--- config.mk ---
export PLATFORM = sky130hd
export DESIGN_NAME = apb2axi_apb_completer
export DESIGN_NICKNAME = d
export VERILOG_FILES = /design/src/rtl/apb2axi_pkg.sv /design/src/rtl/apb2axi_timeout_cnt.sv /design/src/rtl/apb2axi_apb_completer.sv
export SDC_FILE = /design/constraint.sdc
export NUM_CORES = 1
export LEC_CHECK = 0
export CAP_MARGIN = 20
export CORE_ASPECT_RATIO = 1.75
export CORE_UTILIZATION = 35
export DETAILED_ROUTE_END_ITERATION = 8
export GPL_TIMING_DRIVEN = 0
export PLACE_DENSITY = 0.79
export SLEW_MARGIN = 20
export SYNTH_ARGS = -nofsm -noshare
export SYNTH_HDL_FRONTEND = slang
export SYNTH_SLANG_ARGS = --single-unit
export TNS_END_PERCENT = 20
--- constraint.sdc ---
create_clock -name PCLK -period 2.9 [get_ports PCLK]
set_input_delay 0.725 -clock PCLK [delete_from_list [all_inputs] [get_ports PCLK]]
set_output_delay 0.725 -clock PCLK [all_outputs]
set_load 0.03 [all_outputs]
--- src/rtl/apb2axi_pkg.sv ---
// Shared widths and types for the APB2AXI bridge.
package apb2axi_pkg;

  localparam int unsigned APB_ADDR_W = 32;
  localparam int unsigned APB_DATA_W = 32;

  typedef struct packed {
    logic                  write;
    logic [APB_ADDR_W-1:0] addr;
    logic [APB_DATA_W-1:0] wdata;
  } apb_cmd_t;

  typedef struct packed {
    logic [APB_DATA_W-1:0] rdata;
    logic                  err;
  } apb_rsp_t;

  typedef enum logic [1:0] {
    IDLE     = 2'd0,
    REQ      = 2'd1,
    WAIT_RSP = 2'd2,
    DONE     = 2'd3
  } apb_cmp_state_e;

endpackage

--- src/rtl/apb2axi_timeout_cnt.sv ---
// Response watchdog: counts cycles while enabled, flags the last allowed cycle.
module apb2axi_timeout_cnt #(
  parameter int unsigned TIMEOUT_CYCLES = 1024
) (
  input  logic clk_i,
  input  logic rst_ni,
  input  logic clr_i,
  input  logic en_i,
  output logic expired_o
);

  localparam int unsigned CW = $clog2(TIMEOUT_CYCLES);
  localparam logic [CW-1:0] LAST = CW'(TIMEOUT_CYCLES - 1);

  logic [CW-1:0] cnt_q;

  always_ff @(posedge clk_i or negedge rst_ni) begin
    if (!rst_ni) begin
      cnt_q <= '0;
    end else if (clr_i) begin
      cnt_q <= '0;
    end else if (en_i) begin
      cnt_q <= cnt_q + CW'(1);
    end
  end

  assign expired_o = (cnt_q == LAST);

endmodule

--- src/rtl/apb2axi_apb_completer.sv ---
// APB completer front end: turns each APB transfer into one request/response
// exchange toward the AXI side, with window decode and response timeout.
//   state    | meaning
//   IDLE     | waiting for an APB setup phase
//   REQ      | presenting the command (held off while a stale response is owed)
//   WAIT_RSP | command accepted, waiting for the response or the timeout
//   DONE     | one-cycle PREADY pulse with the result
module apb2axi_apb_completer
  import apb2axi_pkg::*;
#(
  parameter int unsigned           ADDR_WIDTH     = APB_ADDR_W,
  parameter int unsigned           DATA_WIDTH     = APB_DATA_W,
  parameter logic [ADDR_WIDTH-1:0] BASE_ADDR      = '0,
  parameter int unsigned           WINDOW_BYTES   = 32'h1000,
  parameter int unsigned           TIMEOUT_CYCLES = 1024
) (
  input  logic                  PCLK,
  input  logic                  PRESETn,
  input  logic [ADDR_WIDTH-1:0] PADDR,
  input  logic                  PSEL,
  input  logic                  PENABLE,
  input  logic                  PWRITE,
  input  logic [DATA_WIDTH-1:0] PWDATA,
  output logic [DATA_WIDTH-1:0] PRDATA,
  output logic                  PREADY,
  output logic                  PSLVERR,
  output logic                  req_valid,
  input  logic                  req_ready,
  output logic                  req_write,
  output logic [ADDR_WIDTH-1:0] req_addr,
  output logic [DATA_WIDTH-1:0] req_wdata,
  input  logic                  rsp_valid,
  output logic                  rsp_ready,
  input  logic [DATA_WIDTH-1:0] rsp_rdata,
  input  logic                  rsp_err
);

  localparam logic [ADDR_WIDTH-1:0] WIN_MASK = ~ADDR_WIDTH'(WINDOW_BYTES - 1);

  apb_cmp_state_e        state_q;
  logic                  drop_q, drop_d;
  logic                  pready_q, pslverr_q;
  logic [DATA_WIDTH-1:0] prdata_q;
  logic                  req_valid_q, req_write_q;
  logic [ADDR_WIDTH-1:0] req_addr_q;
  logic [DATA_WIDTH-1:0] req_wdata_q;
  logic                  setup, in_window;
  logic                  tmo_clr, tmo_en, tmo_expired;

  assign setup     = PSEL && !PENABLE;
  assign in_window = ((PADDR & WIN_MASK) == BASE_ADDR);
  assign tmo_clr   = (state_q == REQ) && req_valid_q && req_ready;
  assign tmo_en    = (state_q == WAIT_RSP);
  assign rsp_ready = (state_q == WAIT_RSP) || drop_q;

  // A timed-out command still owes us a response; swallow it before issuing again.
  always_comb begin
    drop_d = drop_q;
    if (drop_q && rsp_valid) begin
      drop_d = 1'b0;
    end else if ((state_q == WAIT_RSP) && !rsp_valid && tmo_expired) begin
      drop_d = 1'b1;
    end
  end

  apb2axi_timeout_cnt #(
    .TIMEOUT_CYCLES(TIMEOUT_CYCLES)
  ) u_tmo (
    .clk_i    (PCLK),
    .rst_ni   (PRESETn),
    .clr_i    (tmo_clr),
    .en_i     (tmo_en),
    .expired_o(tmo_expired)
  );

  always_ff @(posedge PCLK or negedge PRESETn) begin
    if (!PRESETn) begin
      state_q     <= IDLE;
      drop_q      <= 1'b0;
      pready_q    <= 1'b0;
      pslverr_q   <= 1'b0;
      prdata_q    <= '0;
      req_valid_q <= 1'b0;
      req_write_q <= 1'b0;
      req_addr_q  <= '0;
      req_wdata_q <= '0;
    end else begin
      drop_q <= drop_d;
      case (state_q)
        IDLE: begin
          if (setup) begin
            req_write_q <= PWRITE;
            req_addr_q  <= PADDR;
            req_wdata_q <= PWDATA;
            if (in_window) begin
              state_q     <= REQ;
              req_valid_q <= !drop_d;
            end else begin
              state_q   <= DONE;
              pready_q  <= 1'b1;
              pslverr_q <= 1'b1;
              prdata_q  <= '0;
            end
          end
        end
        REQ: begin
          if (req_valid_q && req_ready) begin
            state_q     <= WAIT_RSP;
            req_valid_q <= 1'b0;
          end else begin
            req_valid_q <= !drop_d;
          end
        end
        WAIT_RSP: begin
          if (rsp_valid) begin
            state_q   <= DONE;
            pready_q  <= 1'b1;
            pslverr_q <= rsp_err;
            prdata_q  <= req_write_q ? '0 : rsp_rdata;
          end else if (tmo_expired) begin
            state_q   <= DONE;
            pready_q  <= 1'b1;
            pslverr_q <= 1'b1;
            prdata_q  <= '0;
          end
        end
        DONE: begin
          state_q   <= IDLE;
          pready_q  <= 1'b0;
          pslverr_q <= 1'b0;
          prdata_q  <= '0;
        end
        default: state_q <= IDLE;
      endcase
    end
  end

  assign PREADY    = pready_q;
  assign PSLVERR   = pslverr_q;
  assign PRDATA    = prdata_q;
  assign req_valid = req_valid_q;
  assign req_write = req_write_q;
  assign req_addr  = req_addr_q;
  assign req_wdata = req_wdata_q;

endmodule

==> metrics <==
outcome=finished, final reports clean; Top delay family on crit path=buffers and inverters; Sequential Power Share=29.3%; M1 WL=4.43 mm; met2 WL=7.09 mm; DP HPWL=9.73 mm; Area Overhead vs Synth=63.5%; P_leak=3.21 nW; Hold Vio Cnt, Final=0; combinational power share=49.0%; CTS tree=built; Final Max Slew Viols=0; Layout Nets=650; master of the slowest instance on the critical path=dfrtp_1; Util after Layout=58.9%; CTS resizes=1; Die Span Y=152 um; Slew @ Worst Pin=0.573 ns; Starting Density=36.0%; critical path arrival=2.05 ns; Peak Freq=360 MHz; grt ovf=0; Mapped Nets=426; Clock Sinks=113; largest net degree at the start of global routing=61; die extent in x=88.0 um; clk slew on worst S/H paths=0.06 ns; synth warn=0; setup violators final=0; first-pass GRT wire length=19.5 mm; Worst Path Required=2.17 ns; sequential area share after synthesis=62.4%; clock power share=21.7%; # hold bufs at CTS=0; DR WL/cell=17.5 um; Final min period=2.78 ns; antenna-violating nets left=0; Synth Cell Area=4530 sq um; CP Capture Type=output pin; Final period util=95.7%; Via density=4.86; top_reg_cell synth=dfrtp_1; Die ar.=13400 sq um; Buf+Inv Stages, Crit Path=3; met3 WL post-DR=570 um; ant diodes=0; IO buf count=204; final WL=12.6 mm; vias in the first global route=3889; worst-path maximum fanout=10; initial antenna violation count=0; Avg Cell Area, Syn=14.3 sq um; Internal=5.76 mW; Worst VDD drop=0.657 mV; Critical Path Source Type=flop; Clk Tree Root Cell=clkbuf_16; DRC viols=0; routability cong.=0.823; Setup Fix Bufs, Post-CTS=0; # rows=54; Syn Inst Count=316; core area=12600 sq um; Worst Setup Slack, final=0.124 ns; TritonRoute pass-1 iters=4; Pwr Density=1280 nW/um^2; Ports=205; max_slew headroom=61.8%; number of max-cap violations=0; DP Worst Slack=0.00534 ns; #FFs+latches synth=113; Starting DRT DRC Count=64; P_sw=3.71 mW; CTS buffer count=17; skew final=0.00840 ns; clock insertion delay at the later pin of the skew report=0.40 ns; CP peak stage delay=0.39 ns; share of layout cells above drive strength 1=21.9%; Sw Share=39.2%; WS Path Type=flop to output pin; H-Tree Depth=4; clk buf depth=2; Min-Delay Path Class=input pin to asynchronous set/reset pin; GR Util All Layers=19.7%; number of flops mapped to enable cells by yosys=0; overall power=9.47 mW; detailed-route via count=3501; crit-path cells=inv_1 -> ha_1 -> buf_2 -> or2_2 -> dlygate4sd2_1; RSZ-0062 raised after global routing=false; synth unique cells=39; asr flop ratio synth=100%; top sig layer=met4
## kinds of logic after synthesis
group                    synth area share [%]
buffers and inverters                    2.76
flip-flops                               62.4
AO/OA/AOI/OAI                            8.68
AND/OR/NAND/NOR                          5.66
XOR/XNOR                                 1.35
multiplexers                             17.4
adder cells (fa/ha/maj)                  1.66
## cells in the mapped netlist, types with 2 or more instances
cell      instances  share of area, %
buf_6             4              0.99
nor3_1            3              0.33
a22o_1           32               6.2
or3_1             2              0.28
nand2_1           8              0.66
mux2i_1           2              0.44
buf_2            10               1.1
nor2_1           14               1.2
nand4_1           2              0.28
nand3_1           3              0.33
or2_1             2              0.28
dfrtp_1         113                62
o21ai_0           2              0.22
a21oi_1           7              0.77
xor2_1            6               1.2
mux2_2           66                16
inv_1             6              0.50
ha_1              6               1.7
and3_1            3              0.41
clkbuf_1          2              0.17
nor4_1            5              0.69
## worst register-to-register path, stage by stage (launching register included)
cell     delay [ns]
dfrtp_1        0.41
inv_1          0.15
ha_1           0.24
buf_2          0.25
a22oi_1        0.12
a41oi_1        0.35
a21o_1         0.17
mux2_1         0.32
## sequential cells by signal (all words and copies together) (netlist names), 2 cells and up
signal       cells
PRDATA          32
req_addr        32
req_wdata       32
u_tmo.cnt_q     10
state_q          2
## placed cells by master, fill, tap and decap left out, types with 2 or more instances in the layout
cell type	count
nor3_1	3
a22o_1	32
buf_6	5
nand2_1	8
nand3_1	3
inv_1	6
clkinvlp_4	5
or3_1	2
nor2_1	14
nand4_1	2
a21oi_1	7
xor2_1	6
bufinv_16	2
buf_2	10
mux2i_1	2
mux2_2	66
dfrtp_1	113
nor4_1	5
clkbuf_1	2
ha_1	6
o21ai_0	2
clkinv_4	2
and3_1	3
inv_6	4
clkbuf_16	17
clkdlybuf4s50_1	202
or2_1	2
## through the flow
stage	setup TNS, ns	cells	hold WS (ns)	instance area, sq um
after global placement	-341.90	688	0.485	6780
final	0	721	0.260	7400
after CTS	0	721	0.261	7400
after global routing	0	721	0.281	7400
after detailed placement	0	689	0.483	6810
after floorplan	0	316	0.429	4530
## power groups by stage
stage	logic (mW)	clock network, mW	registers (mW)
after CTS	4.69	2.10	2.78
after global placement	4.57	0	2.74
after global routing	4.87	2.18	2.86
after detailed placement	4.68	0	2.79
final	4.64	2.05	2.78
after floorplan	1.31	0	4.13
## path summary, 6_finish.rpt
path / start / endpoint / slack [ns] / depth (start not counted)
min: PRESETn / req_addr[4]$_DFFE_PN0P_ / 0.26 / 1
max: state_q[0]$_DFFE_PN0P_ / rsp_ready / 0.12 / 5
max reg2reg: state_q[0]$_DFFE_PN0P_ / state_q[1]$_DFFE_PN0P_ / 0.79 / 7
min in group PCLK: PRDATA[13]$_DFFE_PN0P_ / PRDATA[13]$_DFFE_PN0P_ / 0.49 / 1
max in group asynchronous: PRESETn / PRDATA[24]$_DFFE_PN0P_ / 1.96 / 2
min reg2reg: PRDATA[13]$_DFFE_PN0P_ / PRDATA[13]$_DFFE_PN0P_ / 0.49 / 1
## final cells by class
type / instances / area [sq um]
plain buffers: 16 / 103
well taps: 168 / 210
clock buffers: 18 / 439
clock inverters: 14 / 155
inverters: 6 / 22.5
multi-input cells: 181 / 1580
repair buffers: 205 / 2070
fillers: 1033 / 5160
flip-flops and latches: 113 / 2830
## routing by layer
| layer | vias up | track usage (%) |
|---|---|---|
| li1 | 1603 | - |
| met1 | 1735 | 18.7 |
| met2 | 131 | 36.4 |
| met3 | 32 | 4.98 |
| met4 | 0 | 11.4 |
| met5 | - | 0 |
(Power assumes the default switching activity.)
